--- src/rtl/clock_divider_pkg.sv ---
// Shared constants and helpers for the clock divider bank.
// Latency: n/a (pure functions and types).
// Backpressure: n/a.
//
// Contents:
//   MIN_DIVISION    smallest divisor a channel will ever run with
//   clamp_t         {value, clamped} result of a divisor clamp
//   clamp_division  raises divisors below MIN_DIVISION and flags it
//   half_period     high-phase length for a divisor: ceil(div/2)
package clock_divider_pkg;

   localparam int MIN_DIVISION = 2;

   typedef struct packed {
      logic [31:0] value;
      logic        clamped;
   } clamp_t;

   function automatic clamp_t clamp_division(input logic [31:0] division);
      clamp_t res;
      res.clamped = (division < 32'(MIN_DIVISION));
      res.value   = res.clamped ? 32'(MIN_DIVISION) : division;
      return res;
   endfunction

   // 32-bit arithmetic so a full-scale divisor does not overflow the +1.
   function automatic logic [31:0] half_period(input logic [31:0] division);
      return (division + 32'd1) >> 1;
   endfunction

endpackage

--- src/rtl/clock_divider_channel.sv ---
// One divider channel: cnt/div pair, apply-on-wrap divisor load, registered output.
// Latency: output_clock follows cnt by one edge; a load is taken on wrap, align or while disabled.
// Backpressure: load_taken tells the owner of the pending slot when the divisor was consumed.
//
// Ports:
//   input_clock, reset         clock, async active-high reset
//   enable, align              run enable, phase restart (forces cnt to 0)
//   load_valid, load_division  pending divisor addressed to this channel
//   load_taken                 combinational: divisor loads on this edge
//   output_clock               divided clock, high while cnt < ceil(div/2)
//   strobe                     (CLOCK_DIVIDER_BANK_STROBE_EN) one-cycle pulse on each output rise
module clock_divider_channel
   import clock_divider_pkg::*;
#(
   parameter int                   DIV_WIDTH      = 8,
   parameter logic [DIV_WIDTH-1:0] RESET_DIVISION = 2
) (
   input  logic                 input_clock,
   input  logic                 reset,
   input  logic                 enable,
   input  logic                 align,
   input  logic                 load_valid,
   input  logic [DIV_WIDTH-1:0] load_division,
   output logic                 load_taken,
   output logic                 output_clock
`ifdef CLOCK_DIVIDER_BANK_STROBE_EN
   ,
   output logic                 strobe
`endif
);

   logic [DIV_WIDTH-1:0] cnt;
   logic [DIV_WIDTH-1:0] div;
   logic                 wrap;
   logic                 high_next;

   assign wrap      = (cnt == div - DIV_WIDTH'(1));
   assign high_next = (32'(cnt) < half_period(32'(div)));

   // A disabled channel has no phase to protect, so it takes a divisor at once.
   assign load_taken = load_valid && (!enable || align || wrap);

   always_ff @(posedge input_clock or posedge reset) begin
      if (reset) begin
         cnt          <= '0;
         div          <= RESET_DIVISION;
         output_clock <= 1'b0;
      end else begin
         if (load_taken) begin
            div <= load_division;
         end
         if (!enable || align) begin
            // Output is pulled low here so the restarted phase shows as a
            // clean rising edge on the following cycle.
            cnt          <= '0;
            output_clock <= 1'b0;
         end else begin
            output_clock <= high_next;
            cnt          <= wrap ? '0 : cnt + DIV_WIDTH'(1);
         end
      end
   end

`ifdef CLOCK_DIVIDER_BANK_STROBE_EN
   // Strobe goes high in the same cycle output_clock goes high.
   always_ff @(posedge input_clock or posedge reset) begin
      if (reset) begin
         strobe <= 1'b0;
      end else begin
         strobe <= enable && !align && high_next && !output_clock;
      end
   end
`else
   // No strobe: output_clock is the only product of this channel.
`endif

endmodule

--- src/rtl/clock_divider_bank.sv ---
// Multi-channel runtime-programmable clock divider with a single pending config slot.
// Latency: config accepted in 1 edge, applied at the target channel's next wrap (<= div cycles).
// Backpressure: config_ready low while a divisor is pending; out-of-range requests never block.
//
// Ports:
//   input_clock, reset            clock, async active-high reset
//   enable[CHANNELS]              per-channel run enable
//   align                         restarts phase of all enabled channels
//   config_valid/config_ready     divisor update handshake
//   config_channel/division       target channel and new divisor
//   config_error                  one-cycle pulse: clamped divisor or bad channel
//   output_clock[CHANNELS]        divided clocks, registered
//   strobe[CHANNELS]              present only with CLOCK_DIVIDER_BANK_STROBE_EN defined
module clock_divider_bank
   import clock_divider_pkg::*;
#(
   parameter int  CHANNELS         = 4,
   parameter int  DIV_WIDTH        = 8,
   parameter int  DEFAULT_DIVISION = 2,
   localparam int CH_W             = (CHANNELS > 1) ? $clog2(CHANNELS) : 1
) (
   input  logic                 input_clock,
   input  logic                 reset,
   input  logic [CHANNELS-1:0]  enable,
   input  logic                 align,
   input  logic                 config_valid,
   output logic                 config_ready,
   input  logic [CH_W-1:0]      config_channel,
   input  logic [DIV_WIDTH-1:0] config_division,
   output logic                 config_error,
   output logic [CHANNELS-1:0]  output_clock
`ifdef CLOCK_DIVIDER_BANK_STROBE_EN
   ,
   output logic [CHANNELS-1:0]  strobe
`endif
);

   localparam logic [DIV_WIDTH-1:0] RESET_DIVISION =
      DIV_WIDTH'((DEFAULT_DIVISION < MIN_DIVISION) ? MIN_DIVISION : DEFAULT_DIVISION);

   logic                 pend_vld;
   logic [CH_W-1:0]      pend_ch;
   logic [DIV_WIDTH-1:0] pend_div;
   logic [CHANNELS-1:0]  taken;
   logic                 accept;
   logic                 out_of_range;
   clamp_t               clamp_res;

   assign config_ready = !pend_vld;
   assign accept       = config_valid && config_ready;
   assign out_of_range = (32'(config_channel) >= 32'(CHANNELS));
   assign clamp_res    = clamp_division(32'(config_division));

   always_ff @(posedge input_clock or posedge reset) begin
      if (reset) begin
         pend_vld     <= 1'b0;
         pend_ch      <= '0;
         pend_div     <= RESET_DIVISION;
         config_error <= 1'b0;
      end else begin
         config_error <= accept && (out_of_range || clamp_res.clamped);
         // Acceptance needs an empty slot, so it never collides with a take.
         if (accept && !out_of_range) begin
            pend_vld <= 1'b1;
            pend_ch  <= config_channel;
            pend_div <= DIV_WIDTH'(clamp_res.value);
         end else if (|taken) begin
            pend_vld <= 1'b0;
         end
      end
   end

   for (genvar i = 0; i < CHANNELS; i++) begin : g_ch
      logic hit;
      assign hit = pend_vld && (pend_ch == CH_W'(i));

      clock_divider_channel #(
         .DIV_WIDTH      (DIV_WIDTH),
         .RESET_DIVISION (RESET_DIVISION)
      ) u_channel (
         .input_clock   (input_clock),
         .reset         (reset),
         .enable        (enable[i]),
         .align         (align),
         .load_valid    (hit),
         .load_division (pend_div),
         .load_taken    (taken[i]),
         .output_clock  (output_clock[i])
`ifdef CLOCK_DIVIDER_BANK_STROBE_EN
         ,
         .strobe        (strobe[i])
`endif
      );
   end

endmodule

--- config.mk ---
export PLATFORM = sky130hd
export DESIGN_NAME = clock_divider_bank
export DESIGN_NICKNAME = d
export VERILOG_FILES = /design/src/rtl/clock_divider_pkg.sv /design/src/rtl/clock_divider_channel.sv /design/src/rtl/clock_divider_bank.sv
export SDC_FILE = /design/constraint.sdc
export NUM_CORES = 1
export LEC_CHECK = 0
export ABC_CLOCK_PERIOD_IN_PS = 3100
export BUFFER_PORTS_ARGS = -buffer_cell sky130_fd_sc_hd__buf_2
export CELL_PAD_IN_SITES_DETAIL_PLACEMENT = 0
export CELL_PAD_IN_SITES_GLOBAL_PLACEMENT = 1
export CORE_ASPECT_RATIO = 0.7
export CORE_MARGIN = 3
export CORE_UTILIZATION = 35
export DETAILED_ROUTE_END_ITERATION = 12
export GPL_TIMING_DRIVEN = 0
export PLACE_DENSITY_LB_ADDON = 0.2
export SLEW_MARGIN = 10
export SYNTH_ARGS = -nofsm -noshare
export SYNTH_HDL_FRONTEND = slang
export SYNTH_HIERARCHICAL = 1
export SYNTH_SLANG_ARGS = --single-unit
--- constraint.sdc ---
create_clock -name input_clock -period 3.1 [get_ports input_clock]
set_input_delay 0 -clock input_clock [delete_from_list [all_inputs] [get_ports input_clock]]
set_output_delay 0 -clock input_clock [all_outputs]
set_load 0.01 [all_outputs]
After elaboration in Yosys (flattened, before gate mapping) --
Index checks and enable logic that the tools add are counted.
Word-level totals: memory bits (writable) 0, memories 0, bits of input ports 18, bits in latches 0, output and inout port bits 6, flip-flop bits (word level) 80, memory bits (read-only) 0
Operators by class: shift operators 0, $lt $le $gt $ge 5, div/mod/pow operators 0, multiplexer cells 15, equal/unequal tests 7, $mul 0, add/sub/neg operators 12, bitwise logic cells 0, reduce and logical (&&, ||, !) cells 26
Operators by type and width (number):
- $lt A8 B31 Y1 | 4
- $mux W8 | 9
- $add A8 B1 Y9 const B | 4
- $add A8 B1 Y8 const B | 4
- $eq A8 B8 Y1 | 4
- $sub A8 B1 Y8 const B | 4
- $logic_and A1 B1 Y1 | 10
- $logic_or A1 B1 Y1 | 8
- $lt A8 B2 Y1 const B | 1
- $mux W1 | 6
- $logic_not A1 Y1 | 5
- $eq A2 B2 Y1 const B | 2
- $reduce_or A4 Y1 | 1
- $eq A2 B1 Y1 const B | 1
- $logic_not A2 Y1 | 1
- $reduce_bool A2 Y1 | 1

Depth between registers and ports, before layout --
Gate-level depths: netlist of the first run.
depth after elaboration 7, depth in mapped cells 10, depth with buffers taken out 9

By module --
Netlist of the first run, hierarchy kept.
By module, submodules not included:
- clock_divider_channel | seq. area each 426.7 sq um, times used 4, cells each 126, area an instance 1306.3 sq um
- clock_divider_bank | seq. area each 301.5 sq um, times used 1, cells each 58, area an instance 514.2 sq um

Worst setup path after synthesis of the first run --
OpenSTA, ideal clock, no wires.
path type input to register, start point in g_ch[3].u_channel.div[1], end point reg g_ch[3].u_channel.div[2], data arrival time 2411 ps, slack 564 ps, buffers on the path 0, required time 2975 ps, library setup time 125 ps, stages on the path 9, path through dfstp_2 -> inv_1 -> ha_1 -> o21ba_1 -> a221oi_2 -> a41oi_1 -> o41a_4 -> nor2_8 -> mux2_4
On the way: word-level cells in the longest chain between the ends 4
RTL lines:
- start: declaration | line clock_divider_channel.sv:33 | logic [DIV_WIDTH-1:0] div;
- $sub A8 B1 Y8 | line clock_divider_channel.sv:37 | assign wrap = (cnt == div - DIV_WIDTH'(1));
- $eq A8 B8 Y1 | line clock_divider_channel.sv:37
- $logic_or A1 B1 Y1 | line clock_divider_channel.sv:41 | assign load_taken = load_valid && (!enable || align || wrap);
- $logic_and A1 B1 Y1 | line clock_divider_channel.sv:41
- named net taken[3] | line clock_divider_bank.sv:44 | logic [CHANNELS-1:0] taken;
The timed path passes the listed nets, and every way through them passes these cells. A chain may end at the register's enable or synchronous reset.

Worst setup path in the final report of the first run --
start point in g_ch[1].u_channel.div[1], end point reg g_ch[1].u_channel.div[4]
On the way: word-level cells in the longest chain between the ends 4
RTL lines (line):
- start: declaration | clock_divider_channel.sv:33
- $sub A8 B1 Y8 | clock_divider_channel.sv:37
- $eq A8 B8 Y1 | clock_divider_channel.sv:37
- $logic_or A1 B1 Y1 | clock_divider_channel.sv:41
- $logic_and A1 B1 Y1 | clock_divider_channel.sv:41
- named net taken[1] | clock_divider_bank.sv:44
The timed path passes the listed nets, and every way through them passes these cells.

==> flow_summary.ini, run 1 <==
[cells_and_area]
diodes = 0
final_cell_mix = dfrtp_1, xor2_1, nand2_1
nets = 665
final_common_cell = dfrtp_1
area_delta_synth_final_pct = 13.8
stdcell_area_um2 = 6530
layout-drive-gt1-share = 0.168

[yosys]
ys_seq_area_frac = 0.350
syn-cell-area_um2 = 5740
ys_seq_elements = 80
synth.distinct_cells = 43
synthCells = 562
syn_nets = 620
synth_edf_count = 0
synth.avg_cell_area_um2 = 10.2
ys_warn_count = 6
async_flop_share = 1.00
synth_flop_cell = dfrtp_1

[grt]
grtUsageTotal = 0.157
grt_pass1_wl_mm = 22.6
grt.overflow.total = 0
antenna_found_initial = 0
grt_max_degree = 18
grt_pass1_vias = 4149

[detailed_routing]
drt-total-wl_mm = 13.4
drt_first_pass_iters = 4
viasPerCell = 5.01
ant_nets = 0
routedWlPerCell_um = 16.1
drt-initial-drc-count = 225
drc = 0
vias = 4169

[power]
power_w = 0.00538
pwr-share-clk = 0.196
pwr-share-comb = 0.496
swShare = 0.407
peakVddDrop_mv = 0.344
power.density_nw_per_um2 = 825
p_leak_nw = 3.00
p_sw_w = 0.00219
p_int_w = 0.00319
pwr-share-seq = 0.309

[outcome]
outcome = completed

[sta]
period_share = 0.905
post-route-min-period_ns = 2.81
worst_pin_slew_ns = 0.708
maxSlewViolCount = 0
skew_ns = 0.00700
relSlewSlack = 0.528
setup_violations = 0
fmax_ghz = 0.356
rsz0062_at_grt = no
fin_setup_tns_ns = 0
hold_viol_final = 0

[worst_setup_path]
crit_fanout = 9
cp.arrival_ns = 3.03
criticalPathCategory = reg2reg
cp.required_ns = 3.32
reg2reg_depth = 8
ff2ff_setup_slack_ns = 0.29
critPathCaptureType = register
start_kind = register

[placed_design]
dpl_cell_area_um2 = 6130
port_buffers = 23
place_hpwl_mm = 10.2
gp_congestion = 0.819

[floorplan]
core_area_um2 = 15800
die_h_um = 113
start_util = 0.364
io_pins = 24
rows = 38
die_w_um = 159
die-area_um2 = 18000

[clocking]
insertion_delay_ns = 0.33
cts-htree-levels = 3
clk_path_buf_depth = 2
numCtsBuffers = 9
cts_tree = done
cts_sinks = 80
cts_setup_buffers = 0
clk_pin_slew_worst_paths_ns = 0.06
root_buffer = clkbuf_16

[min_path]
min_delay_path_depth = 4
worst_hold_path_type = in2reg

[job]
maxCapViolCount = 0
logic make-up (layout without fill, tap and decap cells):
logic type | count (synthesis) | count (layout) | synth area share
compound gates | 83 | 83 | 0.129
flops | 80 | 80 | 0.350
xor+xnor | 96 | 96 | 0.147
buf+inv | 52 | 102 | 0.0484
mux | 12 | 12 | 0.0314
simple gates | 199 | 199 | 0.208
fa+ha+maj | 40 | 40 | 0.0872
worst paths after layout:
kind	start	endpoint
min in group asynchronous	reset	pend_div[2]
max in group asynchronous	reset	g_ch[2].u_channel/div[0]
hold / removal	config_valid	pend_div[1]
setup reg to reg	g_ch[1].u_channel/div[1]	g_ch[1].u_channel/div[4]
setup / recovery	g_ch[1].u_channel/div[1]	g_ch[1].u_channel/div[4]
hold reg to reg	g_ch[0].u_channel/cnt[0]	g_ch[0].u_channel/cnt[0]
power groups by stage:
| stage | Sequential (W) | Clock (W) | Combinational [W] |
|---|---|---|---|
| after floorplan | 0.00155 | 0 | 0.00219 |
| after global placement | 0.00167 | 0 | 0.00259 |
| final | 0.00166 | 0.00105 | 0.00267 |
| after detailed placement | 0.00168 | 0 | 0.00265 |
| after global routing | 0.00170 | 0.00114 | 0.00298 |
| after CTS | 0.00166 | 0.00109 | 0.00268 |
area by class of cell:
| cell class | count | area [um2] |
|---|---|---|
| Fill cell | 1569 | 9260 |
| Multi-Input combinational cell | 430 | 3450 |
| Sequential cell | 80 | 2010 |
| Tap cell | 220 | 275 |
| Clock buffer | 10 | 229 |
| Timing Repair Buffer | 34 | 225 |
| Buffer | 30 | 195 |
| Inverter | 22 | 82.6 |
| Clock inverter | 6 | 60.1 |
state kept, by name, summed over array words and instances (netlist names):
register / cells
g_ch.u_channel/cnt: 32
g_ch.u_channel/div: 32
pend_div: 8
g_ch.u_channel/output_clock: 4
pend_ch: 2
config_error: 1
pend_vld: 1
cells in the mapped netlist (5+ instances only):
| cell | n | share of area |
|---|---|---|
| mux2_4 | 12 | 0.031 |
| and3_1 | 9 | 0.0098 |
| a21oi_1 | 5 | 0.0044 |
| xnor2_1 | 44 | 0.067 |
| nor2_1 | 16 | 0.010 |
| buf_2 | 18 | 0.016 |
| nor2b_1 | 9 | 0.0098 |
| a32o_1 | 16 | 0.028 |
| nand3_1 | 36 | 0.031 |
| and2_1 | 29 | 0.032 |
| ha_1 | 40 | 0.087 |
| o21ai_0 | 8 | 0.0070 |
| nand2b_1 | 9 | 0.0098 |
| a31oi_1 | 8 | 0.0087 |
| dfstp_2 | 5 | 0.023 |
| inv_1 | 22 | 0.014 |
| buf_6 | 8 | 0.016 |
| nor3_1 | 18 | 0.016 |
| a21o_1 | 8 | 0.010 |
| xor2_1 | 52 | 0.079 |
| dfrtp_1 | 75 | 0.33 |
| nand2_1 | 46 | 0.030 |
critical path: stages (launching register included):
cell and delay [ns]:
dfstp_2 0.63, inv_1 0.09, ha_1 0.27, o21ba_1 0.21, a221oi_2 0.26, a41oi_1 0.11
o41a_4 0.60, nor2_8 0.19, mux2_4 0.32
per-stage QoR:
stage,util,cells,worst slack (ns),hold WS (ns)
floorplan,-,562,0.564,-0.136
global placement,0.388,805,0.360,0.0930
detailed placement,0.388,805,0.297,0.112
CTS,0.414,832,0.285,0.0206
global route,0.414,832,0.162,0.0430
finish,0.414,832,0.293,0.0295
layer usage:
metal / GRT usage / vias to the layer above / wire (um)
li1: - / 2079 / -
met1: 0.250 / 1999 / 7340
met2: 0.216 / 83 / 5280
met3: 0.0359 / 8 / 656
met4: 0.0251 / 0 / 95
met5: 0 / - / 0
what timing repair did:
| item | 4_1_cts | 5_1_grt |
|---|---|---|
| hold buffers | 11 | 0 |
| hold endpoints to repair | 85 | 0 |
| resized for setup | 0 | 0 |
Power figures use the tool's default switching activity.
==> run 2, diff against run 1 <==
CORE_UTILIZATION = 30   (was 35)
PLACE_DENSITY_LB_ADDON = 0.1   (was 0.2)
==> flow_summary.ini, run 2 (synthesis results as in run 1) <==
[sta]
setup_violations = 0
maxSlewViolCount = 0
period_share = 0.889
post-route-min-period_ns = 2.75
hold_viol_final = 0
fmax_ghz = 0.363
rsz0062_at_grt = no
worst_pin_slew_ns = 0.746
fin_setup_tns_ns = 0
relSlewSlack = 0.502
skew_ns = 0.00760

[worst_setup_path]
cp.required_ns = 3.34
criticalPathCategory = reg2reg
start_kind = register
cp.arrival_ns = 2.99
crit_fanout = 9
critPathCaptureType = register

[floorplan]
core_area_um2 = 18400
die-area_um2 = 20900
start_util = 0.313
rows = 41
die_w_um = 171
io_pins = 24
die_h_um = 122

[grt]
grt_pass1_wl_mm = 23.1
grt.overflow.total = 0
antenna_found_initial = 0
grtUsageTotal = 0.143
grt_max_degree = 18
grt_pass1_vias = 4146

[detailed_routing]
ant_nets = 0
drt_first_pass_iters = 4
vias = 4093
routedWlPerCell_um = 16.2
drt-total-wl_mm = 13.7
drc = 0
drt-initial-drc-count = 194
viasPerCell = 4.83

[cells_and_area]
area_delta_synth_final_pct = 14.6
layout-drive-gt1-share = 0.168
top_regs = g_ch.u_channel/cnt x32, g_ch.u_channel/div x32, pend_div x8
final_common_cell = dfrtp_1
stdcell_count = 848
fillerInstances = 1873
nets = 665
diodes = 0
final_cell_mix = dfrtp_1, xor2_1, nand2_1

[clocking]
clk_pin_slew_worst_paths_ns = 0.06
cts_tree = done
numCtsBuffers = 9
insertion_delay_ns = 0.35
root_buffer = clkbuf_16
cts_sinks = 80
clk_path_buf_depth = 2
cts-htree-levels = 3
cts_resized = 0

[placed_design]
gp_congestion = 0.768
placedCellCount = 821
port_buffers = 23
place_hpwl_mm = 10.2

[min_path]
worst_hold_path_type = in2reg

[power]
power.density_nw_per_um2 = 830
peakVddDrop_mv = 0.296
p_leak_nw = 3.02

[job]
maxCapViolCount = 0

[outcome]
outcome = completed
==> run 2: changes by cell type in the layout (fill, tap and decap cells not counted) <==
| cell | delta |
|---|---|
| clkinv_2 | -2 |
| clkinvlp_4 | -2 |
| clkbuf_8 | +4 |
==> run 2: routing by layer <==
layer / part of all wire / track usage / vias up
li1: - / - / 2069
met1: 0.55 / 0.221 / 1964
met2: 0.41 / 0.200 / 47
met3: 0.030 / 0.0305 / 13
met4: 0.012 / 0.0382 / 0
met5: 0 / 0 / -
==> run 2: final timing paths <==
check | from | to | slack [ns] | cells after the start
max | g_ch[1].u_channel/div[1] | g_ch[1].u_channel/div[2] | 0.35 | 8
min | config_valid | pend_div[1] | 0.006 | 4
max reg2reg | g_ch[1].u_channel/div[1] | g_ch[1].u_channel/div[2] | 0.35 | 8
min reg2reg | g_ch[3].u_channel/cnt[0] | g_ch[3].u_channel/cnt[0] | 0.52 | 1
max in group asynchronous | reset | g_ch[2].u_channel/div[4] | 2.24 | 3
min in group asynchronous | reset | pend_div[7] | 0.27 | 3
==> run 2: final cells by class <==
| cell class | instances | area, um2 | share of cell area |
|---|---|---|---|
| clock inverter | 2 | 35.0 | 0.00533 |
| timing repair buffer | 34 | 225 | 0.0342 |
| inverter | 22 | 82.6 | 0.0126 |
| tap | 236 | 295 | 0.0449 |
| sequential | 80 | 2010 | 0.305 |
| buffer | 30 | 195 | 0.0297 |
| clock buffer | 14 | 284 | 0.0432 |
| multi-input combinational | 430 | 3450 | 0.525 |
==> run 2: repair_timing <==
item | CTS | global route
endpoints found under the hold margin | 86 | 0
hold buffers | 11 | 0
setup buffers | 0 | 0
==> run 2: per-stage QoR <==
stage	util	hold slack, ns	total power [W]	setup slack [ns]	instance area [um2]
after floorplan	-	-0.136	0.00374	0.564	5740
after global placement	0.335	0.116	0.00429	0.340	6150
after detailed placement	0.335	0.118	0.00432	0.340	6150
after CTS	0.358	0.00452	0.00552	0.330	6580
after global routing	0.358	0.0695	0.00590	0.162	6580
final	0.358	0.00574	0.00546	0.345	6580
==> run 2: power by group <==
| part | total, W | switching, W | internal (W) |
|---|---|---|---|
| combinational | 0.00265 | 0.00141 | 0.00123 |
| clock | 0.00116 | 0.000447 | 0.000712 |
| sequential | 0.00165 | 0.000315 | 0.00134 |
==> run 2: critical path, cell delays in order, from the launching register on <==
cell	delay, ns
dfstp_2	0.62
inv_1	0.08
ha_1	0.26
o21ba_1	0.21
a221oi_2	0.26
a41oi_1	0.10
o41a_4	0.60
nor2_8	0.20
mux2_4	0.31
==> run 3, diff against run 2 <==
MAX_ROUTING_LAYER = met4   (was default)
==> flow_summary.ini, run 3 (synthesis results as in run 1) <==
[outcome]
outcome = completed

[placed_design]
dp_worst_setup_slack_ns = 0.340
gp_congestion = 0.778
placedCellCount = 821
place_hpwl_mm = 10.2
dpl_cell_area_um2 = 6150
port_buffers = 23

[clocking]
insertion_delay_ns = 0.35
cts_tree = done
root_buffer = clkbuf_16
clk_path_buf_depth = 2
numCtsBuffers = 9
cts-htree-levels = 3
cts_resized = 0
cts_sinks = 80
clk_pin_slew_worst_paths_ns = 0.06

[worst_setup_path]
crit_fanout = 9
criticalPathCategory = reg2reg
cp.required_ns = 3.33
critPathCaptureType = register
ff2ff_setup_slack_ns = 0.34
start_kind = register
cp.arrival_ns = 3.00

[sta]
rsz0062_at_grt = no
maxSlewViolCount = 0
fin_setup_tns_ns = 0
hold_viol_final = 0
worst_pin_slew_ns = 0.756
worst_slack_ns = 0.336
setup_violations = 0
skew_ns = 0.00636
fmax_ghz = 0.362
period_share = 0.892
relSlewSlack = 0.495
post-route-min-period_ns = 2.76

[power]
power.density_nw_per_um2 = 830
p_leak_nw = 3.02
peakVddDrop_mv = 0.294

[grt]
grt_max_degree = 18
grt_use_met1 = 0.220
grtUsageMet2 = 0.201
grtUsageTotal = 0.147
grt_pass1_vias = 4153
antenna_found_initial = 0
busiest_layer = met1
met3_usage = 0.0305
grt_pass1_wl_mm = 23.1
grt.overflow.total = 0

[detailed_routing]
drc = 0
viasPerCell = 4.78
drt-total-wl_mm = 13.7
vias = 4056
drt_first_pass_iters = 4
drt-initial-drc-count = 204
ant_nets = 0
routedWlPerCell_um = 16.2

[floorplan]
start_util = 0.313
core_area_um2 = 18400
io_pins = 24
die_w_um = 171
die-area_um2 = 20900
die_h_um = 122
rows = 41

[cells_and_area]
final_cell_mix = dfrtp_1, xor2_1, nand2_1
top_regs = g_ch.u_channel/cnt x32, g_ch.u_channel/div x32, pend_div x8
area_delta_synth_final_pct = 14.6
diodes = 0
final_common_cell = dfrtp_1
fillerInstances = 1873
nets = 665
stdcell_count = 848
stdcell_area_um2 = 6580
layout-drive-gt1-share = 0.168

[job]
maxCapViolCount = 0

[min_path]
worst_hold_path_type = in2reg
## run 3: path summary, 6_finish.rpt
check,end,startpoint,cells past startpoint
min in group asynchronous,config_error,reset,3
worst max-delay path,g_ch[2].u_channel/div[3],g_ch[2].u_channel/div[1],8
worst max register to register,g_ch[2].u_channel/div[3],g_ch[2].u_channel/div[1],8
max in group asynchronous,g_ch[2].u_channel/cnt[4],reset,3
worst min register to register,g_ch[3].u_channel/cnt[0],g_ch[3].u_channel/cnt[0],1
worst min-delay path,pend_div[1],config_valid,4
## run 3: power by group
group / switching (W) / internal (W)
Clock: 0.000448 / 0.000712
Sequential: 0.000314 / 0.00134
Combinational: 0.00142 / 0.00123
Total: 0.00218 / 0.00329
## run 3: cell type report
type                    count  area, um2  area share
well taps                 236        295      0.0449
inverters                  22       82.6      0.0126
flip-flops and latches     80       2010       0.305
plain buffers              30        195      0.0297
clock inverters             2       35.0     0.00533
multi-input cells         430       3450       0.525
repair buffers             34        225      0.0342
clock buffers              14        284      0.0432
## run 3: metal layers
metal,routed length (um),vias up,share of wire
li1,-,2068,-
met1,7610,1931,0.55
met2,5570,46,0.41
met3,376,11,0.027
met4,159,0,0.012
met5,0,-,0
## run 3: what timing repair did
action,in CTS,in global routing
setup buffers,0,0
hold buffers,11,0
endpoints found under the hold margin,86,0
## run 3: through the flow
stage               total power (W)  hold slack (ns)  utilization
floorplan                   0.00374           -0.136            -
global placement            0.00429            0.116        0.335
detailed placement          0.00432            0.118        0.335
CTS                         0.00552          0.00452        0.358
global route                0.00590           0.0695        0.358
finish                      0.00546          0.00167        0.358
## run 3: critical path: stages, from the launching register on
cell	delay, ns
dfstp_2	0.62
inv_1	0.08
ha_1	0.27
o21ba_1	0.21
a221oi_2	0.26
a41oi_1	0.11
o41a_4	0.61
nor2_8	0.18
mux2_4	0.31
